**src/rtl/muldiv32_pkg.sv**
```systemverilog
// ============================================================================
// muldiv_pkg : shared encodings for the muldiv32 iterative multiply/divide unit
// Rev 1.0
// ============================================================================
`default_nettype none

package muldiv_pkg;

  typedef logic [1:0] md_op_t;
  typedef logic [1:0] state_t;

  localparam md_op_t MD_MULT  = 2'b00;
  localparam md_op_t MD_MULTU = 2'b01;
  localparam md_op_t MD_DIV   = 2'b10;
  localparam md_op_t MD_DIVU  = 2'b11;

  localparam state_t ST_IDLE = 2'd0;
  localparam state_t ST_RUN  = 2'd1;
  localparam state_t ST_FIX  = 2'd2;

  localparam logic [3:0] ALU_CTRL_MULT  = 4'b1100;
  localparam logic [3:0] ALU_CTRL_MULTU = 4'b1101;
  localparam logic [3:0] ALU_CTRL_DIV   = 4'b1110;
  localparam logic [3:0] ALU_CTRL_DIVU  = 4'b1111;

  function automatic md_op_t md_op_from_alu(input logic [3:0] alu_ctrl);
    md_op_t op;
    op = MD_MULTU;
    case (alu_ctrl)
      ALU_CTRL_MULT:  op = MD_MULT;
      ALU_CTRL_MULTU: op = MD_MULTU;
      ALU_CTRL_DIV:   op = MD_DIV;
      ALU_CTRL_DIVU:  op = MD_DIVU;
      default:        op = MD_MULTU;
    endcase
    return op;
  endfunction

endpackage

`default_nettype wire

```
**src/rtl/muldiv32_if.sv**
```systemverilog
// ============================================================================
// muldiv32_if : start/busy/done handshake and HI/LO access for muldiv32
// Rev 1.0
// ============================================================================
`default_nettype none

interface muldiv32_if #(parameter int W = 32);
  logic         start;
  logic [1:0]   op;
  logic [W-1:0] a;
  logic [W-1:0] b;
  logic         hi_we;
  logic         lo_we;
  logic [W-1:0] wdata;
  logic         busy;
  logic         done;
  logic [W-1:0] hi;
  logic [W-1:0] lo;

  modport master (
    output start, op, a, b, hi_we, lo_we, wdata,
    input  busy, done, hi, lo
  );

  modport slave (
    input  start, op, a, b, hi_we, lo_we, wdata,
    output busy, done, hi, lo
  );
endinterface

`default_nettype wire

```
**src/rtl/muldiv32_adder.sv**
```systemverilog
// ============================================================================
// adder : W-bit ripple adder with carry in/out, shared by the execute stage
// Rev 1.0
// ============================================================================
`default_nettype none

module adder #(
  parameter int W = 32
) (
  input  wire logic [W-1:0] a,
  input  wire logic [W-1:0] b,
  input  wire logic         c_in,
  output logic      [W-1:0] sum,
  output logic              c_out
);

  assign {c_out, sum} = {1'b0, a} + {1'b0, b} + {{W{1'b0}}, c_in};

endmodule

`default_nettype wire

```
**src/rtl/muldiv32.sv**
```systemverilog
// ============================================================================
// muldiv32 : iterative 32-bit MULT/MULTU/DIV/DIVU producing the HI/LO pair
// Rev 1.0
// ============================================================================
`default_nettype none

module muldiv32
  import muldiv_pkg::*;
#(
  parameter int W = 32
) (
  input  wire logic  clk,
  input  wire logic  rst_n,
  muldiv32_if.slave  bus
);

  localparam int CNT_W = $clog2(W + 1);

  state_t           r_state, w_state_next;
  logic [CNT_W-1:0] r_cnt;
  logic [1:0]       r_op;
  logic [W-1:0]     r_acc_hi, r_acc_lo, r_opnd;
  logic [W-1:0]     r_hi, r_lo;
  logic             r_neg_lo, r_neg_hi, r_div_zero, r_done;

  logic             w_in_signed, w_in_div;
  logic [W-1:0]     w_a_mag, w_b_mag;
  logic             w_is_div;
  logic [W-1:0]     w_rem_shift, w_add_a, w_add_b, w_sum;
  logic             w_add_cin, w_cout, w_fits;
  logic [W:0]       w_mul_hi_full;
  logic [2*W-1:0]   w_prod, w_prod_fix;
  logic [W-1:0]     w_quo_fix, w_rem_fix;

  assign w_in_signed = ~bus.op[0];
  assign w_in_div    = bus.op[1];
  assign w_a_mag     = (w_in_signed && bus.a[W-1]) ? -bus.a : bus.a;
  assign w_b_mag     = (w_in_signed && bus.b[W-1]) ? -bus.b : bus.b;

  // One shared adder: add multiplicand for MUL, subtract divisor for DIV
  assign w_is_div    = r_op[1];
  assign w_rem_shift = {r_acc_hi[W-2:0], r_acc_lo[W-1]};
  assign w_add_a     = w_is_div ? w_rem_shift : r_acc_hi;
  assign w_add_b     = w_is_div ? ~r_opnd     : r_opnd;
  assign w_add_cin   = w_is_div;

  adder #(.W(W)) u_adder (
    .a     (w_add_a),
    .b     (w_add_b),
    .c_in  (w_add_cin),
    .sum   (w_sum),
    .c_out (w_cout)
  );

  assign w_mul_hi_full = r_acc_lo[0] ? {w_cout, w_sum} : {1'b0, r_acc_hi};
  // The bit shifted out of rem makes the trial value exceed any W-bit divisor
  assign w_fits        = r_acc_hi[W-1] | w_cout;

  assign w_prod     = {r_acc_hi, r_acc_lo};
  assign w_prod_fix = r_neg_lo ? -w_prod : w_prod;
  assign w_quo_fix  = r_div_zero ? {W{1'b1}} : (r_neg_lo ? -r_acc_lo : r_acc_lo);
  assign w_rem_fix  = r_neg_hi ? -r_acc_hi : r_acc_hi;

  always_ff @(posedge clk or negedge rst_n) begin
    if (!rst_n) r_state <= ST_IDLE;
    else        r_state <= w_state_next;
  end

  always_comb begin
    w_state_next = r_state;
    case (r_state)
      ST_IDLE: if (bus.start) w_state_next = ST_RUN;
      ST_RUN:  if (r_cnt == CNT_W'(1)) w_state_next = ST_FIX;
      ST_FIX:  w_state_next = ST_IDLE;
      default: w_state_next = ST_IDLE;
    endcase
  end

  always_comb begin
    bus.busy = (r_state != ST_IDLE);
    bus.done = r_done;
    bus.hi   = r_hi;
    bus.lo   = r_lo;
  end

  always_ff @(posedge clk or negedge rst_n) begin
    if (!rst_n) begin
      r_cnt      <= '0;
      r_op       <= MD_MULT;
      r_acc_hi   <= '0;
      r_acc_lo   <= '0;
      r_opnd     <= '0;
      r_neg_lo   <= 1'b0;
      r_neg_hi   <= 1'b0;
      r_div_zero <= 1'b0;
    end else begin
      case (r_state)
        ST_IDLE: if (bus.start) begin
          r_op       <= bus.op;
          r_cnt      <= CNT_W'(W);
          r_acc_hi   <= '0;
          r_acc_lo   <= w_in_div ? w_a_mag : w_b_mag;
          r_opnd     <= w_in_div ? w_b_mag : w_a_mag;
          r_neg_lo   <= w_in_signed & (bus.a[W-1] ^ bus.b[W-1]);
          r_neg_hi   <= (bus.op == MD_DIV) & bus.a[W-1];
          r_div_zero <= (bus.b == '0);
        end
        ST_RUN: begin
          r_cnt <= r_cnt - CNT_W'(1);
          if (w_is_div) begin
            r_acc_hi <= w_fits ? w_sum : w_rem_shift;
            r_acc_lo <= {r_acc_lo[W-2:0], w_fits};
          end else begin
            r_acc_hi <= w_mul_hi_full[W:1];
            r_acc_lo <= {w_mul_hi_full[0], r_acc_lo[W-1:1]};
          end
        end
        default: ;
      endcase
    end
  end

  always_ff @(posedge clk or negedge rst_n) begin
    if (!rst_n) begin
      r_hi   <= '0;
      r_lo   <= '0;
      r_done <= 1'b0;
    end else begin
      r_done <= (r_state == ST_FIX);
      if (r_state == ST_IDLE) begin
        if (bus.hi_we) r_hi <= bus.wdata;
        if (bus.lo_we) r_lo <= bus.wdata;
      end else if (r_state == ST_FIX) begin
        r_hi <= w_is_div ? w_rem_fix : w_prod_fix[2*W-1:W];
        r_lo <= w_is_div ? w_quo_fix : w_prod_fix[W-1:0];
      end
    end
  end

endmodule

`default_nettype wire

```
**src/flat_wrapper.sv**
```systemverilog
// flat-port wrapper written by rule: the top's interface ports become plain ports
module muldiv32_flat import muldiv_pkg::*;
#(
  parameter int W = 32
)
  (clk, rst_n, bus_start, bus_op, bus_a, bus_b, bus_hi_we, bus_lo_we, bus_wdata, bus_busy, bus_done, bus_hi, bus_lo);
  muldiv32_if #(.W(W)) bus_i ();
  input  wire logic clk;
  input  wire logic rst_n;
  input wire logic [$bits(bus_i.start)-1:0] bus_start;
  input wire logic [$bits(bus_i.op)-1:0] bus_op;
  input wire logic [$bits(bus_i.a)-1:0] bus_a;
  input wire logic [$bits(bus_i.b)-1:0] bus_b;
  input wire logic [$bits(bus_i.hi_we)-1:0] bus_hi_we;
  input wire logic [$bits(bus_i.lo_we)-1:0] bus_lo_we;
  input wire logic [$bits(bus_i.wdata)-1:0] bus_wdata;
  output wire logic [$bits(bus_i.busy)-1:0] bus_busy;
  output wire logic [$bits(bus_i.done)-1:0] bus_done;
  output wire logic [$bits(bus_i.hi)-1:0] bus_hi;
  output wire logic [$bits(bus_i.lo)-1:0] bus_lo;
  assign bus_i.start = bus_start;
  assign bus_i.op = bus_op;
  assign bus_i.a = bus_a;
  assign bus_i.b = bus_b;
  assign bus_i.hi_we = bus_hi_we;
  assign bus_i.lo_we = bus_lo_we;
  assign bus_i.wdata = bus_wdata;
  assign bus_busy = bus_i.busy;
  assign bus_done = bus_i.done;
  assign bus_hi = bus_i.hi;
  assign bus_lo = bus_i.lo;
  muldiv32 #(.W(W)) u_core (.clk(clk), .rst_n(rst_n), .bus(bus_i));
endmodule
```
**config.mk**
```make
export PLATFORM = sky130hd
export DESIGN_NAME = muldiv32_flat
export DESIGN_NICKNAME = d
export VERILOG_FILES = /design/src/rtl/muldiv32_pkg.sv /design/src/rtl/muldiv32_if.sv /design/src/rtl/muldiv32_adder.sv /design/src/rtl/muldiv32.sv /design/src/flat_wrapper.sv
export SDC_FILE = /design/constraint.sdc
export NUM_CORES = 1
export LEC_CHECK = 0
export CORE_ASPECT_RATIO = 1.75
export CORE_MARGIN = 2
export CORE_UTILIZATION = 52
export DETAILED_ROUTE_END_ITERATION = 10
export GPL_TIMING_DRIVEN = 0
export PLACE_DENSITY = 0.78
export SLEW_MARGIN = 20
export SYNTH_ARGS = -nofsm -noshare
export SYNTH_HDL_FRONTEND = slang
export SYNTH_SLANG_ARGS = --single-unit
```
**constraint.sdc**
```tcl
create_clock -name clk -period 4.7 [get_ports clk]
set_input_delay 0.94 -clock clk [delete_from_list [all_inputs] [get_ports clk]]
set_output_delay 0.94 -clock clk [all_outputs]
set_load 0.01 [all_outputs]
```
### Word-level counts from Yosys, hierarchy flattened

Index checks and enable logic that the tools add are counted.

* register bits: 174
* logic and storage cells: 77
* output and inout port bits: 66
* input port bits: 103

* add/sub/neg operators: 8
* reductions and logical operators: 12
* eq/ne operators: 8
* bitwise logic cells: 6
* mux-type cells: 31

Operators with widths (count)
* $mux 32: 22
* $neg 32->32: 4
* $pmux 32 s2: 2
* $mux 64: 1
* $neg 64->64: 1
* $add 32x32->33: 1
* $add 33x1->33: 1
* $mux 33: 1
* $logic_not 32->1: 1
* $not 32->32: 1
* $pmux 6 s2: 1
* $reduce_and 2->1: 5
* $eq 6x1->1 const B: 1
* $mux 6: 1
* $ne 2x2->1 const B: 3
* $reduce_bool 2->1: 3
* $sub 6x1->6 const B: 1
* $eq 2x2->1 const B: 2
* $mux 2: 2
* $pmux 2 s2: 1
* $and 1x1->1: 2
* $eq 2x1->1 const B: 1
* $logic_and 1x1->1: 2
* $logic_not 2->1: 1
* other kinds (4): 4

### Longest topological paths before layout

* word-level depth: 8
* mapped depth: 18
* depth with buffers taken out: 11

### By module

Synthesis repeated with hierarchy kept, for this count alone.

* cell total of the unflattened synthesis: 1826
* area, all modules: 14612.8 um^2

Modules (own cells, without submodules)
* muldiv32: instances 1, cells each 1587, area each 12904.9 um^2, seq. area each 4329.2 um^2
* adder: instances 1, cells each 239, area each 1707.9 um^2, seq. area each 0.0 um^2

### Least setup slack after synthesis

No wires, ideal clock.

* path kind: reg2reg
* start: reg u_core.r_op[1]
* end: reg u_core.r_acc_hi[24]
* data arrival time: 4582 ps
* path slack: -8 ps
* data required time: 4574 ps
* setup time: 126 ps
* path buffers: 7
* period minus slack after synthesis: 4708 ps
* cell stages (with the launch flop): 18
* cells stage by stage: dfrtp_1 -> clkbuf_1 -> clkbuf_1 -> buf_1 -> clkbuf_1 -> clkbuf_1 -> xor2_1 -> ha_1 -> clkbuf_1 -> nand4_1 -> nor4_1 -> nand3_1 -> o211a_1 -> a21o_1 -> nand3_1 -> buf_2 -> mux2_2 -> a221o_1

* cells in the longest elaborated chain, start to end: 7
* elaborated cells between the ends (all ways): 9
* classes of those cells: add/sub: 2; mux: 6; bitwise: 1

Ends and longest elaborated chain
* start, declared: RTL line muldiv32.sv:21 `logic [1:0] r_op;`
* start signal, assigned: RTL line muldiv32.sv:99 `r_op <= bus.op;`
* $mux 32, on equally long branches: RTL line muldiv32.sv:43, muldiv32.sv:44
* $add 32x32->33: RTL line muldiv32_adder.sv:17 `assign {c_out, sum} = {1'b0, a} + {1'b0, b} + {{W{1'b0}}, c_in};`
* $add 33x1->33: RTL line muldiv32_adder.sv:17
* $or 1x1->1: RTL line muldiv32.sv:57 `assign w_fits = r_acc_hi[W-1] | w_cout;`
* $mux 32: RTL line muldiv32.sv:111 `r_acc_hi <= w_fits ? w_sum : w_rem_shift;`
* $mux 32 *: RTL line muldiv32.sv:110 `if (w_is_div) begin`
* $pmux 32 s2 *: RTL line muldiv32.sv:97 `case (r_state)`
* end signal, assigned: RTL line muldiv32.sv:111
* end signal, assigned: RTL line muldiv32.sv:114 `r_acc_hi <= w_mul_hi_full[W:1];`
* end, declared: RTL line muldiv32.sv:22 `logic [W-1:0] r_acc_hi, r_acc_lo, r_opnd;`

Every way passes the cells marked *; elsewhere a longest branch is shown, timed or not.
A chain may end at the register's enable or synchronous reset.

### Worst setup path after layout

* start: reg u_core.r_op[1]
* end: reg u_core.r_acc_hi[3]

The elaborated chain is that of the path after synthesis.

==> impl_results.md <==
* Fraction of layout cells with a size suffix above 1 at between 6 and 7%
* Setup-failing EPs final at 0
* Synth top area cells: dfrtp_1, o21ai_0, nand2_1, xnor2_1, xor2_1
* Syn Nets at about 2000
* Synth top area share at 29.6%
* Fin util at ~63%
* Clock slew at reported path FFs at 0.08 ns
* Clock Tree Buf Depth at 2
* Status: finished, final reports clean
* DRC at 0
* Part of the Yosys area used for sequential elements at between 20% and 30%
* Tmin final at 4.61 ns
* Critical path capture point type: flop
* Clock Latency Late Sink at around 0.48 ns
* Crit-path leading delay family: compound AO/OA/AOI/OAI gates
* Critical-path top delay cell: dfrtp_2
* Total congestion overflow at 0
* Final setup TNS at 0 ns
* FF+latch count, synth at roughly 170
* Lkg Pwr at between 6 and 7 nW
* Tightest Pin Transition at 1.03 ns
* Gpl congestion at roughly 0.99
* Sink Count at around 170
* H-tree depth at 4
* 1st-pass router iterations at 9
* R2R cell count at 16
* Synth Instances at about 1900
* Reg2Reg Setup Slack at between 0.08 and 0.09 ns
* TritonCTS clock tree: yes
* FFs w/ async S/R, synth at 100%
* DP HPWL at around 49000 um
* CP arrival at 4.96 ns
* Total GRT Usage at a little over two fifths
* Tcrit/Tclk final at 98.1%
* Chip height at 226 um
* DR vias at between 15000 and 20000
* Critical path buffers and inverters at 6
* 1st-iter DRT viols at 1554
* Hold Path Class: in -> async
* Post-synth top area cell: dfrtp_1
* Critical Path RT at 5.05 ns
* Placement Rows at 81
* Routed Antenna Nets at 0
* Top-count cell post-synth: nand2_1
* Initial core utilization at between 50% and 60%
* Register Area at ~4300 sq um
* Fill cells at roughly 2600
* Fmax achieved at ~220 MHz
* Largest net degree at the start of global routing at 97
* WHS at 0.414 ns
* Mapped Area at 14600 sq um
* Clock Skew at between 0.01 and 0.015 ns
* Headroom to the max-slew limit at about 31%
* Crit path largest cell delay at between 0.5 and 0.6 ns
* RR Startpoint: u_core.r_op[1]
* Cell Chain, Critical Path: buf_4 > buf_4 > clkbuf_8 > clkbuf_2 > nand2_1 > o21ai_0 > ha_1 > a2111o_1 > o21ai_4 > o211a_4 > a21o_1 > nand3_1 > buf_4 > buf_4 > a211oi_1 > o21ai_0
* Vias in the first global route at between 15000 and 20000
* Worst path most repeated cell: buf_4
* Initial antenna violation count at 9
* Num ports at between 150 and 200
* TritonCTS Buffers at 17
* Number of flops mapped to enable cells by yosys at 0
* Worst Path Max Fanout at 10
* Top_reg_cell synth: dfrtp_1
* Post-synth top cells: nand2_1, o21ai_0, dfrtp_1
* Syn_area_per_cell at between 7 and 8 sq um
* Peak supply drop at 0.000263 V
* Synthesis Warnings at 0
* Final net count at approximately 2200
* Via density at ~6.6
* Max-Cap Viols at 0
* Multi-input logic area at ~9700 sq um
* Die Footprint at between 20000 and 30000 sq um
* Avg WL per Cell at around 26 um
* Final hold vios at 0
* Unrepaired setup endpoints after global routing: no
* Power, Total at 3.37 mW
* Critical path class: reg -> reg
* Area added between synthesis and finish at 19.9%
* WL final at 62800 um
* Root buffer cell: clkbuf_16
* Port bufs at roughly 170
* Worst R2R End: u_core.r_acc_hi[3]
* Cts hold-fix bufs at 0
* PwrDens at a little under 200 nW/um^2
* Yosys cell types at 84
* Core area at around 28000 sq um
* Pins Over Slew Limit at 0
* Startpoint types: flop
* First-pass GRT wire length at about 94000 um
* Die X at approximately 130 um
## logic make-up after synthesis
kind of cell | after synthesis | share of synthesized area, %
AO/OA/AOI/OAI | 623 | 26.8
AND/OR/NAND/NOR | 586 | 19.5
buffers and inverters | 189 | 4.98
XOR/XNOR | 174 | 10.4
flip-flops | 173 | 29.6
multiplexers | 75 | 5.38
adder cells (fa/ha/maj) | 38 | 3.30
## state kept, by name, summed over array words and instances (netlist names), 2 cells and up
| register | cells |
|---|---|
| u_core.r_cnt | 6 |
| u_core.bus.hi | 32 |
| u_core.r_acc_hi | 32 |
| u_core.r_opnd | 32 |
| u_core.r_acc_lo | 32 |
| u_core.bus.lo | 32 |
| u_core.r_state | 2 |
## layout make-up
type | instances | area share (%)
sequential | 173 | 24.7
tap | 373 | 2.66
buffer | 145 | 3.46
inverter | 35 | 0.749
timing repair buffer | 170 | 9.82
clock inverter | 14 | 0.978
multi-input combinational | 1496 | 55.1
antenna | 3 | 0.0428
clock buffer | 18 | 2.45
## worst max path at each step
stage / from / endpoint / slack [ns] / cells after the start
2_1_floorplan: u_core.r_op[1] / u_core.r_acc_hi[24] / 0.13 / 17
3_3_place_gp: rst_n / u_core.r_acc_hi[27] / -4.49 / 1
3_5_place_dp: u_core.r_op[1] / u_core.r_acc_hi[6] / -2.21 / 15
4_1_cts: u_core.r_op[1] / u_core.r_acc_hi[24] / 0.0003 / 16
5_1_grt: u_core.r_op[1] / u_core.r_acc_hi[26] / 0.003 / 14
6_report: u_core.r_op[1] / u_core.r_acc_hi[3] / 0.09 / 16
## per-layer routing
| metal | global-route usage, % | part of all wire [%] |
|---|---|---|
| met3 | 11.8 | 8.2 |
| met5 | 0 | 0.11 |
| met1 | 46.0 | 34 |
| met4 | 37.1 | 10 |
| met2 | 69.7 | 47 |
## metrics by stage
| stage | instance area (sq um) | setup WS (ns) | cells |
|---|---|---|---|
| 2_1_floorplan | 14600 | 0.126 | 1858 |
| 3_3_place_gp | 16800 | -4.49 | 2399 |
| 3_5_place_dp | 16800 | -2.21 | 2400 |
| 4_1_cts | 17500 | 0.000319 | 2427 |
| 5_1_grt | 17500 | 0.00261 | 2424 |
| 6_report | 17500 | 0.0873 | 2427 |
## placed cells by master (no fill, tap or decap), types with 11 or more instances in the layout
| cell type | instances |
|---|---|
| or4_1 | 13 |
| nor2_1 | 127 |
| ha_1 | 34 |
| a211oi_1 | 54 |
| dfrtp_1 | 172 |
| xor2_1 | 83 |
| nand3_1 | 41 |
| a31oi_1 | 27 |
| clkbuf_1 | 112 |
| buf_1 | 12 |
| nor3_1 | 32 |
| and3_1 | 16 |
| clkdlybuf4s50_1 | 167 |
| o41ai_1 | 11 |
| o22ai_1 | 29 |
| a21o_1 | 18 |
| xnor2_1 | 89 |
| nor2b_1 | 14 |
| nand2_1 | 215 |
| o21ai_0 | 195 |
| or3_1 | 22 |
| mux2_2 | 29 |
| o211ai_1 | 21 |
| inv_1 | 33 |
| a21oi_1 | 141 |
| nand4_1 | 25 |
| mux2i_1 | 46 |
| clkbuf_16 | 17 |
| o31ai_1 | 30 |
| nor4_1 | 28 |
## where the power goes
part           total [mW]  internal, mW  switching [mW]
Sequential           1.50          1.50         0.00518
Combinational       0.387         0.159           0.228
Clock                1.48         0.721           0.761
Total                3.37          2.38           0.994
## what timing repair did
item,4_1_cts,5_1_grt
pin swaps,0,1
buffers inserted,0,1
resized for setup,29,25
setup endpoints to repair,33,35
(Power assumes the default switching activity.)
